--- config.mk ---
export PLATFORM = sky130hd
export DESIGN_NAME = uart_byte_tx
export DESIGN_NICKNAME = d
export VERILOG_FILES = /design/src/rtl/uart_byte_tx.sv
export SDC_FILE = /design/constraint.sdc
export NUM_CORES = 1
export LEC_CHECK = 0
export BUFFER_PORTS_ARGS = -buffer_cell sky130_fd_sc_hd__buf_2
export CAP_MARGIN = 20
export CORE_MARGIN = 2
export CORE_UTILIZATION = 45
export CTS_CLUSTER_DIAMETER = 50
export CTS_CLUSTER_SIZE = 14
export DETAILED_ROUTE_END_ITERATION = 7
export SETUP_SLACK_MARGIN = 0.15
export SLEW_MARGIN = 20
export SYNTH_ARGS = -nofsm -noshare
export SYNTH_HDL_FRONTEND = slang
export SYNTH_SLANG_ARGS = --single-unit
--- constraint.sdc ---
create_clock -name sys_clk -period 7 [get_ports sys_clk]
set_input_delay 1.4 -clock sys_clk [delete_from_list [all_inputs] [get_ports sys_clk]]
set_output_delay 1.4 -clock sys_clk [all_outputs]
set_load 0.005 [all_outputs]
--- src/rtl/uart_byte_tx.sv ---
`default_nettype none
// ============================================================================
// Module      : uart_byte_tx
// Description : Buffered UART transmitter. Bytes are queued in a small FIFO
//               and sent as 1 start bit, 8 data bits MSB-first, an optional
//               even-parity bit and STOP_BITS stop bits. Frames leave
//               back-to-back while the FIFO holds data.
// Ports       : sys_clk    - single clock
//               rst_b      - asynchronous active-low reset
//               tx_data    - byte to queue
//               tx_valid   - tx_data valid this cycle
//               tx_ready   - FIFO can accept a byte (not full)
//               uart_tx    - serial line, idles high
//               tx_busy    - a frame is on the line
//               tx_done    - one-cycle pulse in the last stop-bit cycle
//               fifo_level - bytes queued, excluding the frame in flight
// Options     : define UART_TX_PARITY_EN to insert an even-parity bit
//               between D0 and the stop bit(s).
// Revision    : 1.0 - initial release
// ============================================================================
module uart_byte_tx #(
    parameter int CLKS_PER_BIT = 40,
    parameter int STOP_BITS    = 1,
    parameter int FIFO_AW      = 4
) (
    input  logic             sys_clk,
    input  logic             rst_b,
    input  logic [7:0]       tx_data,
    input  logic             tx_valid,
    output logic             tx_ready,
    output logic             uart_tx,
    output logic             tx_busy,
    output logic             tx_done,
    output logic [FIFO_AW:0] fifo_level
);

    localparam int                 c_DEPTH     = 1 << FIFO_AW;
    localparam int                 c_TW        = (CLKS_PER_BIT > 1) ? $clog2(CLKS_PER_BIT) : 1;
    localparam logic [c_TW-1:0]    c_BIT_LAST  = c_TW'(CLKS_PER_BIT - 1);
    localparam logic [c_TW-1:0]    c_BIT_PRE   = c_TW'(CLKS_PER_BIT - 2);
    localparam logic [c_TW-1:0]    c_TMR_ONE   = c_TW'(1);
    localparam logic               c_STOP_LAST = 1'(STOP_BITS - 1);
    localparam logic [FIFO_AW:0]   c_LVL_ONE   = (FIFO_AW + 1)'(1);
    localparam logic [FIFO_AW-1:0] c_PTR_ONE   = FIFO_AW'(1);

    typedef enum logic [2:0] {
        S_IDLE   = 3'd0,
        S_START  = 3'd1,
        S_DATA   = 3'd2,
`ifdef UART_TX_PARITY_EN
        S_PARITY = 3'd3,
`endif
        S_STOP   = 3'd4
    } state_t;

    // ------------------------------------------------------------------
    // FIFO
    // ------------------------------------------------------------------
    logic [7:0]         r_mem [c_DEPTH];
    logic [FIFO_AW-1:0] r_wr_ptr;
    logic [FIFO_AW-1:0] r_rd_ptr;
    logic [FIFO_AW:0]   r_level;
    logic               r_ready;
    logic [FIFO_AW:0]   w_level_nxt;
    logic               w_push;
    logic               w_pop;
    logic               w_nonempty;
    logic [7:0]         w_head;

    // ------------------------------------------------------------------
    // Serialiser
    // ------------------------------------------------------------------
    state_t             r_state;
    logic [c_TW-1:0]    r_timer;
    logic [2:0]         r_bit_idx;
    logic               r_stop_cnt;
    logic [7:0]         r_shift;
`ifdef UART_TX_PARITY_EN
    logic               r_parity;
`endif
    logic               r_tx;
    logic               r_busy;
    logic               r_done;
    logic               w_bit_end;
    logic               w_stop_end;

    // The push is gated by the registered ready, so a full FIFO refuses a
    // byte even in a cycle where a pop frees a slot.
    assign w_push     = tx_valid & r_ready;
    assign w_nonempty = (r_level != '0);
    assign w_head     = r_mem[r_rd_ptr];
    assign w_bit_end  = (r_timer == c_BIT_LAST);
    assign w_stop_end = w_bit_end && (r_stop_cnt == c_STOP_LAST);

    // Pop from IDLE, or from the last stop cycle so the next start bit
    // follows the stop bit with no idle gap.
    assign w_pop = w_nonempty &&
                   ((r_state == S_IDLE) || ((r_state == S_STOP) && w_stop_end));

    always_comb begin
        w_level_nxt = r_level;
        case ({w_push, w_pop})
            2'b10:   w_level_nxt = r_level + c_LVL_ONE;
            2'b01:   w_level_nxt = r_level - c_LVL_ONE;
            default: w_level_nxt = r_level;
        endcase
    end

    always_ff @(posedge sys_clk or negedge rst_b) begin
        if (!rst_b) begin
            r_wr_ptr <= '0;
            r_rd_ptr <= '0;
            r_level  <= '0;
            r_ready  <= 1'b1;
        end else begin
            if (w_push) r_wr_ptr <= r_wr_ptr + c_PTR_ONE;
            if (w_pop)  r_rd_ptr <= r_rd_ptr + c_PTR_ONE;
            r_level <= w_level_nxt;
            // The level MSB is set only when all entries are occupied.
            r_ready <= ~w_level_nxt[FIFO_AW];
        end
    end

    // Storage needs no reset: the pointers define which entries are valid.
    always_ff @(posedge sys_clk) begin
        if (w_push) r_mem[r_wr_ptr] <= tx_data;
    end

    // ------------------------------------------------------------------
    // Frame FSM. uart_tx is registered, so each transition loads the line
    // level for the state being entered.
    // ------------------------------------------------------------------
    always_ff @(posedge sys_clk or negedge rst_b) begin
        if (!rst_b) begin
            r_state    <= S_IDLE;
            r_timer    <= '0;
            r_bit_idx  <= '0;
            r_stop_cnt <= 1'b0;
            r_shift    <= '0;
`ifdef UART_TX_PARITY_EN
            r_parity   <= 1'b0;
`endif
            r_tx       <= 1'b1;
            r_busy     <= 1'b0;
            r_done     <= 1'b0;
        end else begin
            r_done <= 1'b0;
            case (r_state)
                S_IDLE: begin
                    r_tx    <= 1'b1;
                    r_busy  <= 1'b0;
                    r_timer <= '0;
                    if (w_pop) begin
                        r_shift <= w_head;
`ifdef UART_TX_PARITY_EN
                        r_parity <= ^w_head;
`endif
                        r_state <= S_START;
                        r_tx    <= 1'b0;
                        r_busy  <= 1'b1;
                    end
                end

                S_START: begin
                    if (w_bit_end) begin
                        r_timer   <= '0;
                        r_state   <= S_DATA;
                        r_bit_idx <= '0;
                        r_tx      <= r_shift[7];
                        r_shift   <= {r_shift[6:0], 1'b0};
                    end else begin
                        r_timer <= r_timer + c_TMR_ONE;
                    end
                end

                S_DATA: begin
                    if (w_bit_end) begin
                        r_timer <= '0;
                        if (r_bit_idx == 3'd7) begin
`ifdef UART_TX_PARITY_EN
                            r_state <= S_PARITY;
                            r_tx    <= r_parity;
`else
                            r_state    <= S_STOP;
                            r_stop_cnt <= 1'b0;
                            r_tx       <= 1'b1;
`endif
                        end else begin
                            r_bit_idx <= r_bit_idx + 3'd1;
                            r_tx      <= r_shift[7];
                            r_shift   <= {r_shift[6:0], 1'b0};
                        end
                    end else begin
                        r_timer <= r_timer + c_TMR_ONE;
                    end
                end

`ifdef UART_TX_PARITY_EN
                S_PARITY: begin
                    if (w_bit_end) begin
                        r_timer    <= '0;
                        r_state    <= S_STOP;
                        r_stop_cnt <= 1'b0;
                        r_tx       <= 1'b1;
                    end else begin
                        r_timer <= r_timer + c_TMR_ONE;
                    end
                end
`endif

                S_STOP: begin
                    // Raise done one edge early so it covers the final cycle.
                    r_done <= (r_timer == c_BIT_PRE) && (r_stop_cnt == c_STOP_LAST);
                    if (w_stop_end) begin
                        r_timer <= '0;
                        if (w_pop) begin
                            r_shift <= w_head;
`ifdef UART_TX_PARITY_EN
                            r_parity <= ^w_head;
`endif
                            r_state <= S_START;
                            r_tx    <= 1'b0;
                        end else begin
                            r_state <= S_IDLE;
                            r_busy  <= 1'b0;
                        end
                    end else if (w_bit_end) begin
                        r_timer    <= '0;
                        r_stop_cnt <= ~r_stop_cnt;
                    end else begin
                        r_timer <= r_timer + c_TMR_ONE;
                    end
                end

                default: begin
                    r_state <= S_IDLE;
                    r_tx    <= 1'b1;
                    r_busy  <= 1'b0;
                end
            endcase
        end
    end

    assign tx_ready   = r_ready;
    assign uart_tx    = r_tx;
    assign tx_busy    = r_busy;
    assign tx_done    = r_done;
    assign fifo_level = r_level;

endmodule
`default_nettype wire

# Word-level counts from Yosys, hierarchy flattened
# Memory sizes are Yosys's and may differ from the RTL's.
# Cells that the tools add are included.
[totals]
ff_bits = 38
ram_bits = 128
input_bits = 11
out_inout_bits = 9
wordCells = 101
n_memories = 1
[classes]
n_addsub = 6
eq_ne = 18
n_mux = 40
bitwise = 4
reduce_logical = 19
[memory_table]
columns = ["memory", "words", "word_bits", "rd", "rd_clocked_by_memory_dff", "write_ports", "line_no", "text"]
rows = [
  ["r_mem", 16, 8, 1, 0, 1, "59", "logic [7:0] r_mem [c_DEPTH];"],
]
[ops]
columns = ["cell", "n"]
rows = [
  ["$mux 8", 5],
  ["$pmux 8 s4", 1],
  ["$mux 3", 8],
  ["$ne 2x2->1 const B", 10],
  ["$pmux 6 s3", 1],
  ["$mux 1", 17],
  ["$reduce_and 5->1", 3],
  ["$eq 6x6->1 const B", 2],
  ["$mux 6", 2],
  ["$pmux 3 s4", 1],
  ["$pmux 5 s2", 1],
  ["$add 4x1->4 const B", 2],
  ["$reduce_and 4->1", 2],
  ["$add 6x1->6 const B", 1],
  ["$eq 3x3->1 const B", 2],
  ["$pmux 3 s2", 1],
  ["$reduce_bool 2->1", 3],
  ["$add 5x1->5 const B", 1],
  ["$reduce_bool 5->1", 1],
  ["$sub 5x1->5 const B", 1],
  ["$logic_and 1x1->1", 4],
  ["$pmux 1 s4", 1],
  ["$reduce_bool 4->1", 1],
  ["$add 3x1->3 const B", 1],
  ["other kinds (13)", 15],
]

# Longest topological paths before layout
# Gate-level depths: netlist of run 1.
[depth]
depth_word = 8
ltp_mapped = 14
ltp_nobuf = 13

# Least setup slack after synthesis of run 1
# Ideal clock, no wire load.
[synth_timing]
path_type = "input port to flip-flop"
startpoint = "input tx_valid"
endpoint = "register with a tool-made name"
t_arrival_ps = 3057
required_time_ps = 6869
path_slack_ps = 3812
path_stages = 10
path_cell_list = "and2_1 -> clkbuf_1 -> inv_1 -> ha_1 -> ha_1 -> a21o_1 -> a21oi_1 -> xnor2_1 -> nor2_1 -> xor2_1"
[synth_rtl]
columns = ["item", "line_no", "text"]
rows = [
  ["from (decl)", "29", "input logic tx_valid,"],
]

==> results of run 1 <==
cell families (layout without fill, tap and decap cells):
logic type	after synthesis	in the layout	synth area share, %
AOI/OAI and AO/OA	76	76	6.99
xor gates and xnor gates	13	13	1.57
adders and majority gates	14	14	2.52
buffers and inverters	35	65	2.57
DFF	166	166	66.2
muxes	50	50	12.0
and+or+nand+nor	108	108	8.10
routing by layer:
| metal | up-vias | global-route usage, % | share of wire (%) |
|---|---|---|---|
| li1 | 1796 | - | - |
| met3 | 13 | 4.23 | 4.2 |
| met4 | 0 | 7.07 | 1.6 |
| met2 | 90 | 28.1 | 49 |
| met5 | - | 0 | 0 |
| met1 | 2004 | 23.6 | 45 |
state kept, by name (all words and copies together), names as in the netlist, 3 cells and up, named ones only:
name / count
r_timer: 6
r_bit_idx: 3
r_rd_ptr: 4
r_shift: 8
r_state: 3
r_wr_ptr: 4
r_mem: 128
fifo_level: 4
stage by stage:
step           hold slack (ns)  util, %  power [mW]  cells
6_report                 0.501     51.2        2.39    708
3_3_place_gp             0.494     47.3        1.45    677
5_1_grt                  0.537     51.2        2.49    708
3_5_place_dp             0.496     47.4        1.46    677
4_1_cts                  0.516     51.2        2.41    708
2_1_floorplan            0.474        -        1.37    462
cell type report:
type / count / area [um^2] / area share (%)
clock buffers: 18 / 429 / 5.29
clock inverters: 13 / 173 / 2.13
inverters: 12 / 45.0 / 0.555
multi-input cells: 261 / 2280 / 28.1
flip-flops and latches: 166 / 4800 / 59.2
well taps: 216 / 270 / 3.33
repair buffers: 22 / 118 / 1.45
power by group through the flow:
stage | registers, mW | logic (mW) | clock network [mW]
floorplan | 1.20 | 0.162 | 0
global placement | 1.22 | 0.227 | 0
detailed placement | 1.23 | 0.232 | 0
CTS | 1.21 | 0.233 | 0.971
global route | 1.22 | 0.257 | 1.01
finish | 1.21 | 0.230 | 0.954
layout by cell type (no fill, tap or decap), drive strengths merged, types with 3 or more instances in the layout:
cell	netlist	final
xnor2	8	8
a211oi	14	14
clkinvlp	0	3
nor2b	7	7
o21ai	20	20
mux2i	8	8
ha	13	13
o31ai	4	4
nor2	36	36
nand2	32	32
a31oi	9	9
xor2	5	5
a21oi	16	16
nor3b	3	3
inv	12	15
nor3	8	8
edfxtp	128	128
nand3	5	5
nand2b	7	7
clkinv	0	4
mux4	26	26
dfrtp	36	36
a21o	4	4
mux2	16	16
clkbuf	8	18
buf	14	22
nand4	3	3
bufinv	0	3
worst max path at each step:
stage                        to  cells after the start
finish                     flop                     13
global route               flop                     13
CTS                        flop                     13
detailed placement         flop                     12
global placement    r_mem[0][3]                      4
floorplan                  flop                     10
==> out/metrics.cfg, run 1 <==
[run_status]
status=complete, no violations

[placement]
place_hpwl_um=8840
port_buffers=19
placed_cell_area_mm2=0.00750
gp_congestion=0.830
dpl_worst_slack_ns=3.64

[power_and_ir_drop]
vdd.ir_drop.worst_v=0.000215
p_leak_nw=2.89
clkPwrFrac_pct=39.9
p_seq_share_pct=50.5
switching_share_pct=24.5
p_comb_share_pct=9.6
switchingPower_mw=0.587
internal-power_mw=1.81
powerDensity_mw_per_mm2=295

[floorplanning]
initial_core_util_pct=45.8
die_area_mm2=0.0171
pin_count=20
fp.dieW_um=131
rows=46
die_y_um=131
core_area_mm2=0.0158

[clock_network]
cts.sinks=166
cts_tree=done
cts_resized=0
insertion_delay_ns=0.42
post-cts-setup-buffers=0
cts_hold_buf=0
numCtsBuffers=17
root_buffer=clkbuf_16
clk_pin_slew_worst_paths_ns=0.06
htreeDepth=4
clk_path_buf_depth=2

[yosys]
synth_edf_count=128
synth-seq-cells=166
synthFlopType=edfxtp_1
synth_top_area_share_pct=53.0
synth_seq_area_share_pct=66.2
ys_warn_count=0
yosys-top-cells-area=edfxtp_1 (53%), dfrtp_1 (12%), mux4_2 (8.1%)
synth_area_mm2=0.00725
postSynthCellCount=462
synth.distinct_cells=57
synth_nets=487
ys_top_cells_by_count=edfxtp_1 (128), dfrtp_1 (36), nand2_1 (32), nor2_1 (32), mux4_2 (26)
synth.largest_area_cell=edfxtp_1
synthArstFlopShare_pct=22.9
synth_most_common_cell=edfxtp_1
avgSynthCellArea_um2=15.7

[setup_path]
ff2ff_setup_slack_ns=3.78
worstSetupStartpoint=r_timer[3]
critical_path_required_ns=7.34
worstSetupPathType=reg2reg
critPathBufInv=2
critPathMaxFanout=9
critPathMaxStageDelay_ns=0.48
worstSetupEndpointType=flop
cpMaxStageDelayCell=dfrtp_1
rr_worst_depth=13
cp_top_family=simple AND/OR/NAND/NOR gates
crit_chain=nor3b_4 -> nand3_2 -> o21ai_2 -> nor3b_4 -> ha_1 -> inv_1 -> fa_1 -> inv_1 -> a21o_1 -> a21oi_1 -> xnor2_1 -> nor2_1 -> xor2_1
arrival_ns=3.57
crit_path_start_kind=flop
r2r-start=r_timer[3]

[sta]
fin_crit_sh_pct=46.0
setup_viol=0
slew-limit-headroom_pct=30.0
maxSlewViolCount=0
fin_skew_ns=0.0105
worstMarginPinSlew_ns=1.05
finalHoldViolCount=0
finalSetupTns_ns=0
fin_ws_ns=3.78
rsz0062_at_grt=no
max_freq_mhz=310
fin_crit_ns=3.22

[cells_and_area]
fin_nets=505
diodes=0
layout-drive-gt1-share_pct=23.2
final_area_mm2=0.00811
area_growth_pct=11.9
fillers=1300

[global_route]
grt-ovfl-total=0
grt_pass1_vias=3902
track_usage_pct=17.6
antenna_found_initial=0
grt_pass1_wl_um=21700
grt_max_degree=50

[routing]
vias=3903
drcViolationCount=0
final_antenna_net_count=0
vias_per_cell=5.51
drt-pass1-iter-count=5
wire_per_inst_um=19.6
wl_um=13900
dr.first_iter.drc_count=250

[min_path]
hold_path_end=tx_ready
hold_path.class=reg2reg
worstHoldPathCells=1

[run]
maxCapViolations=0

Note: power is estimated with default switching activity, not from simulation.
==> run 2, diff against run 1 <==
- clock period: 7 -> 2.79 ns (I/O delays scaled with it)
==> out/metrics.cfg, run 2 (synthesized netlist as in run 1, its figures left out) <==
[floorplanning]
die_area_mm2=0.0171  ; unchanged
die_y_um=131  ; unchanged
initial_core_util_pct=45.8  ; unchanged
pin_count=20  ; unchanged
core_area_mm2=0.0158  ; unchanged
rows=46  ; unchanged
fp.dieW_um=131  ; unchanged

[cells_and_area]
diodes=0  ; unchanged
largestRegisters=r_mem (128), r_shift (8), r_timer (6)
layout-drive-gt1-share_pct=28.3  ; +5.1 points
top_register=r_mem
layout_common_cells=edfxtp_1 (128), buf_4 (40), dfrtp_1 (35), nand2_1 (32), nor2_1 (31)
regArea_mm2=0.00480  ; unchanged
final_area_mm2=0.00839  ; +3.5%
area_growth_pct=15.8
largest_register_ffs=128  ; unchanged
multi_input_area_mm2=0.00230  ; +0.88%
final_common_cell=edfxtp_1
fillers=1310  ; +0.77%
fin_nets=543  ; +7.5%

[routing]
dr.first_iter.drc_count=213  ; -15%
vias=4016  ; +2.9%
vias_per_cell=5.38  ; -2.3%
drt-pass1-iter-count=4  ; -1
final_antenna_net_count=0  ; unchanged
wire_per_inst_um=19.5  ; -0.97%
wl_um=14500  ; +4.3%
drcViolationCount=0  ; unchanged

[placement]
placed_cell_area_mm2=0.00774  ; +3.2%
place_hpwl_um=9560  ; +8.1%
port_buffers=19  ; unchanged
gp_congestion=0.795  ; -4.2%

[global_route]
grt_pass1_wl_um=22900  ; +5.5%
grt_pass1_vias=4055  ; +3.9%
grt-ovfl-total=0  ; unchanged
grt_max_degree=39  ; -22%
antenna_found_initial=0  ; unchanged
track_usage_pct=18.3  ; +0.69 points

[sta]
fin_crit_sh_pct=91.0  ; +45 points
fin_skew_ns=0.0111  ; +0.000555 ns
rsz0062_at_grt=yes
max_freq_mhz=394  ; +27%
finalSetupTns_ns=0  ; unchanged
maxSlewViolCount=0  ; unchanged
setup_viol=0  ; unchanged
worstMarginPinSlew_ns=0.868  ; -0.177 ns
slew-limit-headroom_pct=42.1  ; +12 points
finalHoldViolCount=0  ; unchanged
fin_crit_ns=2.54  ; -0.684 ns

[power_and_ir_drop]
powerDensity_mw_per_mm2=704  ; +140%
p_leak_nw=3.07  ; +6.3%
vdd.ir_drop.worst_v=0.000421  ; +96%
finalPower_mw=5.90  ; +150%

[min_path]
hold_path.class=in2async

[setup_path]
critical_path_required_ns=3.10  ; -4.24 ns
ff2ff_setup_slack_ns=0.25  ; -3.53 ns
worstSetupPathType=reg2reg
arrival_ns=2.85  ; -0.72 ns
critPathMaxFanout=5  ; -4
crit_path_start_kind=flop
r2r-start=fifo_level[0]
rr_worst_depth=10  ; -3
worstSetupEndpointType=flop

[run_status]
status=complete, no violations

[clock_network]
root_buffer=clkbuf_16
clk_path_buf_depth=2  ; unchanged
cts_hold_buf=0  ; unchanged
numCtsBuffers=17  ; unchanged
cts.sinks=166  ; unchanged
htreeDepth=4  ; unchanged
clk_pin_slew_worst_paths_ns=0.07  ; about the same
insertion_delay_ns=0.42  ; about the same
cts_tree=done

[run]
maxCapViolations=0  ; unchanged

## run 2: changes by cell type in the layout (fill, tap and decap cells not counted), moves of 2 or more
cell / previous run / this run
buf_4: 3 / 40
inv_6: 2 / 0
clkbuf_1: 1 / 3
nor3_1: 4 / 7
ha_1: 13 / 11
nor3_2: 3 / 0
clkinv_1: 0 / 2
## run 2: area by class of cell
class                           count  share of cell area [%]
Clock buffer                       20                    5.20
Clock inverter                     11                    1.54
Inverter                           12                   0.537
Multi-Input combinational cell    261                    27.4
Sequential cell                   166                    57.2
Tap cell                          216                    3.22
Timing Repair Buffer               60                    4.95
## run 2: per-layer routing
layer | global-route usage (%) | wire length, um | share of wire (%)
met2 | 29.8 | 7090 | 49
met3 | 4.03 | 506 | 3.5
met5 | 0 | 0 | 0
met1 | 25.2 | 6760 | 47
met4 | 5.07 | 151 | 1.0
## run 2: how the worst max path moves through the flow
stage	cells after the start	end	slack [ns]	from
floorplan	14	flop	0.06	r_timer[3]
global placement	13	flop	0.14	r_timer[4]
detailed placement	13	flop	0.11	r_timer[4]
CTS	13	flop	0.16	r_timer[4]
global route	13	flop	0.08	r_timer[4]
finish	10	flop	0.25	fifo_level[0]
## run 2: stage by stage
stage               hold slack (ns)  instances  util (%)  setup slack [ns]
global route                  0.314        746      53.0            0.0777
CTS                           0.265        740      52.6             0.156
finish                        0.253        746      53.0             0.252
detailed placement            0.494        706      48.9             0.111
global placement              0.496        706      48.9             0.143
floorplan                     0.262        462         -            0.0603
## run 2: repair_timing
action,in CTS,in global routing
hold endpoints to repair,0,0
buffers inserted,3,6
resized for setup,1,3
gates cloned,0,0
endpoints found under the setup margin,2,3
pin swaps,2,5
## run 2: critical path, cell delays in order, from the launching register on
cell,delay [ns]
dfrtp_1,0.43
or4_4,0.59
nor2_8,0.12
nor3b_4,0.06
ha_4,0.17
ha_1,0.32
a21o_1,0.19
a21oi_1,0.17
xnor2_1,0.15
nor2_2,0.07
xor2_1,0.15
## run 2: where the power goes
part / total (mW) / internal [mW] / switching, mW
sequential: 3.03 / 2.89 / 0.141
combinational: 0.631 / 0.262 / 0.370
clock: 2.25 / 1.32 / 0.928
==> run 3, diff against run 2 <==
- BUFFER_PORTS_ARGS: -buffer_cell sky130_fd_sc_hd__buf_2 -> not set
- DONT_BUFFER_PORTS: not set -> 1
==> out/metrics.cfg, run 3 (synthesized netlist as in run 1, its figures left out) <==
[clock_network]
clk_path_buf_depth=2  ; unchanged
root_buffer=clkbuf_16
insertion_delay_ns=0.43  ; about the same
cts_tree=done
cts.sinks=166  ; unchanged
clk_pin_slew_worst_paths_ns=0.06  ; about the same
htreeDepth=4  ; unchanged
numCtsBuffers=17  ; unchanged

[cells_and_area]
area_growth_pct=15.5
top_register=r_mem
final_common_cell=edfxtp_1
final_util_pct=52.9  ; -0.13 points
largest_register_ffs=128  ; unchanged
fillers=1276  ; -2.6%
diodes=0  ; unchanged
layout_common_cells=edfxtp_1 (128), buf_4 (39), dfrtp_1 (35), nand2_1 (32), nor2_1 (31)
layout-drive-gt1-share_pct=26.7  ; -1.6 points
largestRegisters=r_mem (128), r_shift (8), r_timer (6)
fin_nets=526  ; -3.1%

[run]
maxCapViolations=0  ; unchanged

[sta]
maxSlewViolCount=0  ; unchanged
holdWs_ns=0.220  ; -0.0324 ns
slew-limit-headroom_pct=61.2  ; +19 points
rsz0062_at_grt=yes
fin_crit_ns=2.57  ; +0.0329 ns
worstMarginPinSlew_ns=0.583  ; -0.286 ns
setup_viol=0  ; unchanged
fin_skew_ns=0.0160  ; +0.00498 ns
max_freq_mhz=389  ; -1.3%
finalHoldViolCount=0  ; unchanged
finalSetupTns_ns=0  ; unchanged
fin_crit_sh_pct=92.1  ; +1.2 points

[routing]
final_antenna_net_count=0  ; unchanged
drt-pass1-iter-count=5  ; +1
dr.first_iter.drc_count=248  ; +16%
wire_per_inst_um=20.0  ; +2.6%
vias=3933  ; -2.1%
wl_um=14600  ; +0.43%
vias_per_cell=5.39  ; about the same
drcViolationCount=0  ; unchanged

[power_and_ir_drop]
switching_share_pct=25.0  ; +0.59 points
vdd.ir_drop.worst_v=0.000429  ; +1.8%
clkPwrFrac_pct=39.3  ; +1.3 points
powerDensity_mw_per_mm2=713  ; +1.4%
p_comb_share_pct=9.9  ; -0.8 points
p_leak_nw=3.03  ; -1.1%
switchingPower_mw=1.49  ; +3.6%
internal-power_mw=4.48  ; +0.34%
p_seq_share_pct=50.8  ; -0.5 points

[setup_path]
critPathMaxFanout=4  ; -1
crit_chain=nor3b_4 -> nand3_4 -> o21ai_4 -> nor3b_4 -> ha_4 -> inv_2 -> fa_2 -> inv_1 -> a21o_1 -> a21oi_1 -> xnor2_1 -> nor2_2 -> xor2_1
crit_path_frequent_cell=nor3b_4
cpMaxStageDelayCell=dfrtp_1
critPathBufInv=2  ; +2
worstSetupPathType=reg2reg
critPathMaxStageDelay_ns=0.42  ; -0.17 ns
arrival_ns=2.87  ; +0.02 ns
worstSetupEndpointType=flop
critical_path_required_ns=3.09  ; about the same
crit_path_start_kind=flop
cp_top_family=simple AND/OR/NAND/NOR gates

[min_path]
hold_path.class=in2reg

[global_route]
antenna_found_initial=0  ; unchanged
grtUsageMet2_pct=31.7  ; +1.9 points
grt_pass1_wl_um=22700  ; -0.84%
grt_busiest_layer=met2
grt_pass1_vias=4024  ; -0.76%
grt_max_degree=39  ; unchanged
grt-ovfl-total=0  ; unchanged
use_met3_pct=4.56  ; +0.53 points
grt_use_met1_pct=23.7  ; -1.6 points
track_usage_pct=18.6  ; +0.29 points

[floorplanning]
fp.dieW_um=131  ; unchanged
core_area_mm2=0.0158  ; unchanged
rows=46  ; unchanged
pin_count=20  ; unchanged
die_area_mm2=0.0171  ; unchanged
initial_core_util_pct=45.8  ; unchanged
die_y_um=131  ; unchanged

[placement]
gp_congestion=0.760  ; -4.4%
port_buffers=0  ; -19
place_hpwl_um=9400  ; -1.6%

[run_status]
status=complete, no violations

==> run 3: cell count changes in the layout (fill, tap and decap cells not counted), sizes merged <==
| cell | change |
|---|---|
| inv | +4 |
| clkinvlp | -1 |
| buf | -18 |
| clkbuf | -3 |
| dlygate4sd3 | +1 |
| clkinv | +1 |
==> run 3: repair_timing <==
| action | 4_1_cts | 5_1_grt |
|---|---|---|
| pin swaps | 3 | 5 |
| endpoints found under the hold margin | 38 | 0 |
| resized for setup | 3 | 1 |
| hold buffers | 2 | 0 |
| endpoints found under the setup margin | 2 | 2 |
| setup buffers | 1 | 7 |
==> run 3: final timing paths <==
kind,from,end,slack [ns],cells past startpoint
worst min register to register,r_shift[7],r_shift[7],0.52,1
min in group asynchronous,rst_b,tx_busy,0.60,2
worst min-delay path,tx_data[2],r_mem[2][2],0.22,0
worst max register to register,r_timer[4],flop,0.22,13
worst max-delay path,r_timer[4],flop,0.22,13
max in group asynchronous,rst_b,uart_tx,1.94,2
==> run 3: metal layers <==
metal  part of all wire (%)  wire (um)
met1                     43       6300
met2                     52       7590
met3                    4.0        579
met4                   0.70        102
met5                      0          0
==> run 3: through the flow <==
step | instance area, um^2 | worst slack, ns | total power, mW | std cells
2_1_floorplan | 7260 | 0.0603 | 3.43 | 462
3_3_place_gp | 7660 | 0.136 | 3.61 | 688
3_5_place_dp | 7660 | 0.0903 | 3.65 | 688
4_1_cts | 8320 | 0.177 | 6.02 | 723
5_1_grt | 8370 | 0.0991 | 6.22 | 730
6_report | 8370 | 0.219 | 5.97 | 730
==> run 3: area by class of cell <==
| class | instances | area, um^2 | area share, % |
|---|---|---|---|
| timing repair buffer | 43 | 363 | 4.33 |
| sequential | 166 | 4800 | 57.3 |
| multi-input combinational | 261 | 2300 | 27.4 |
| clock inverter | 15 | 173 | 2.06 |
| inverter | 12 | 45.0 | 0.538 |
| tap | 216 | 270 | 3.23 |
| clock buffer | 17 | 425 | 5.08 |
==> run 3: power groups by stage <==
stage                     Sequential [mW]  Combinational (mW)  Clock (mW)
after floorplan                      3.02               0.409           0
after global placement               3.07               0.540           0
after detailed placement             3.08               0.565           0
after CTS                            3.03               0.591        2.39
after global routing                 3.06               0.655        2.51
final                                3.03               0.590        2.35
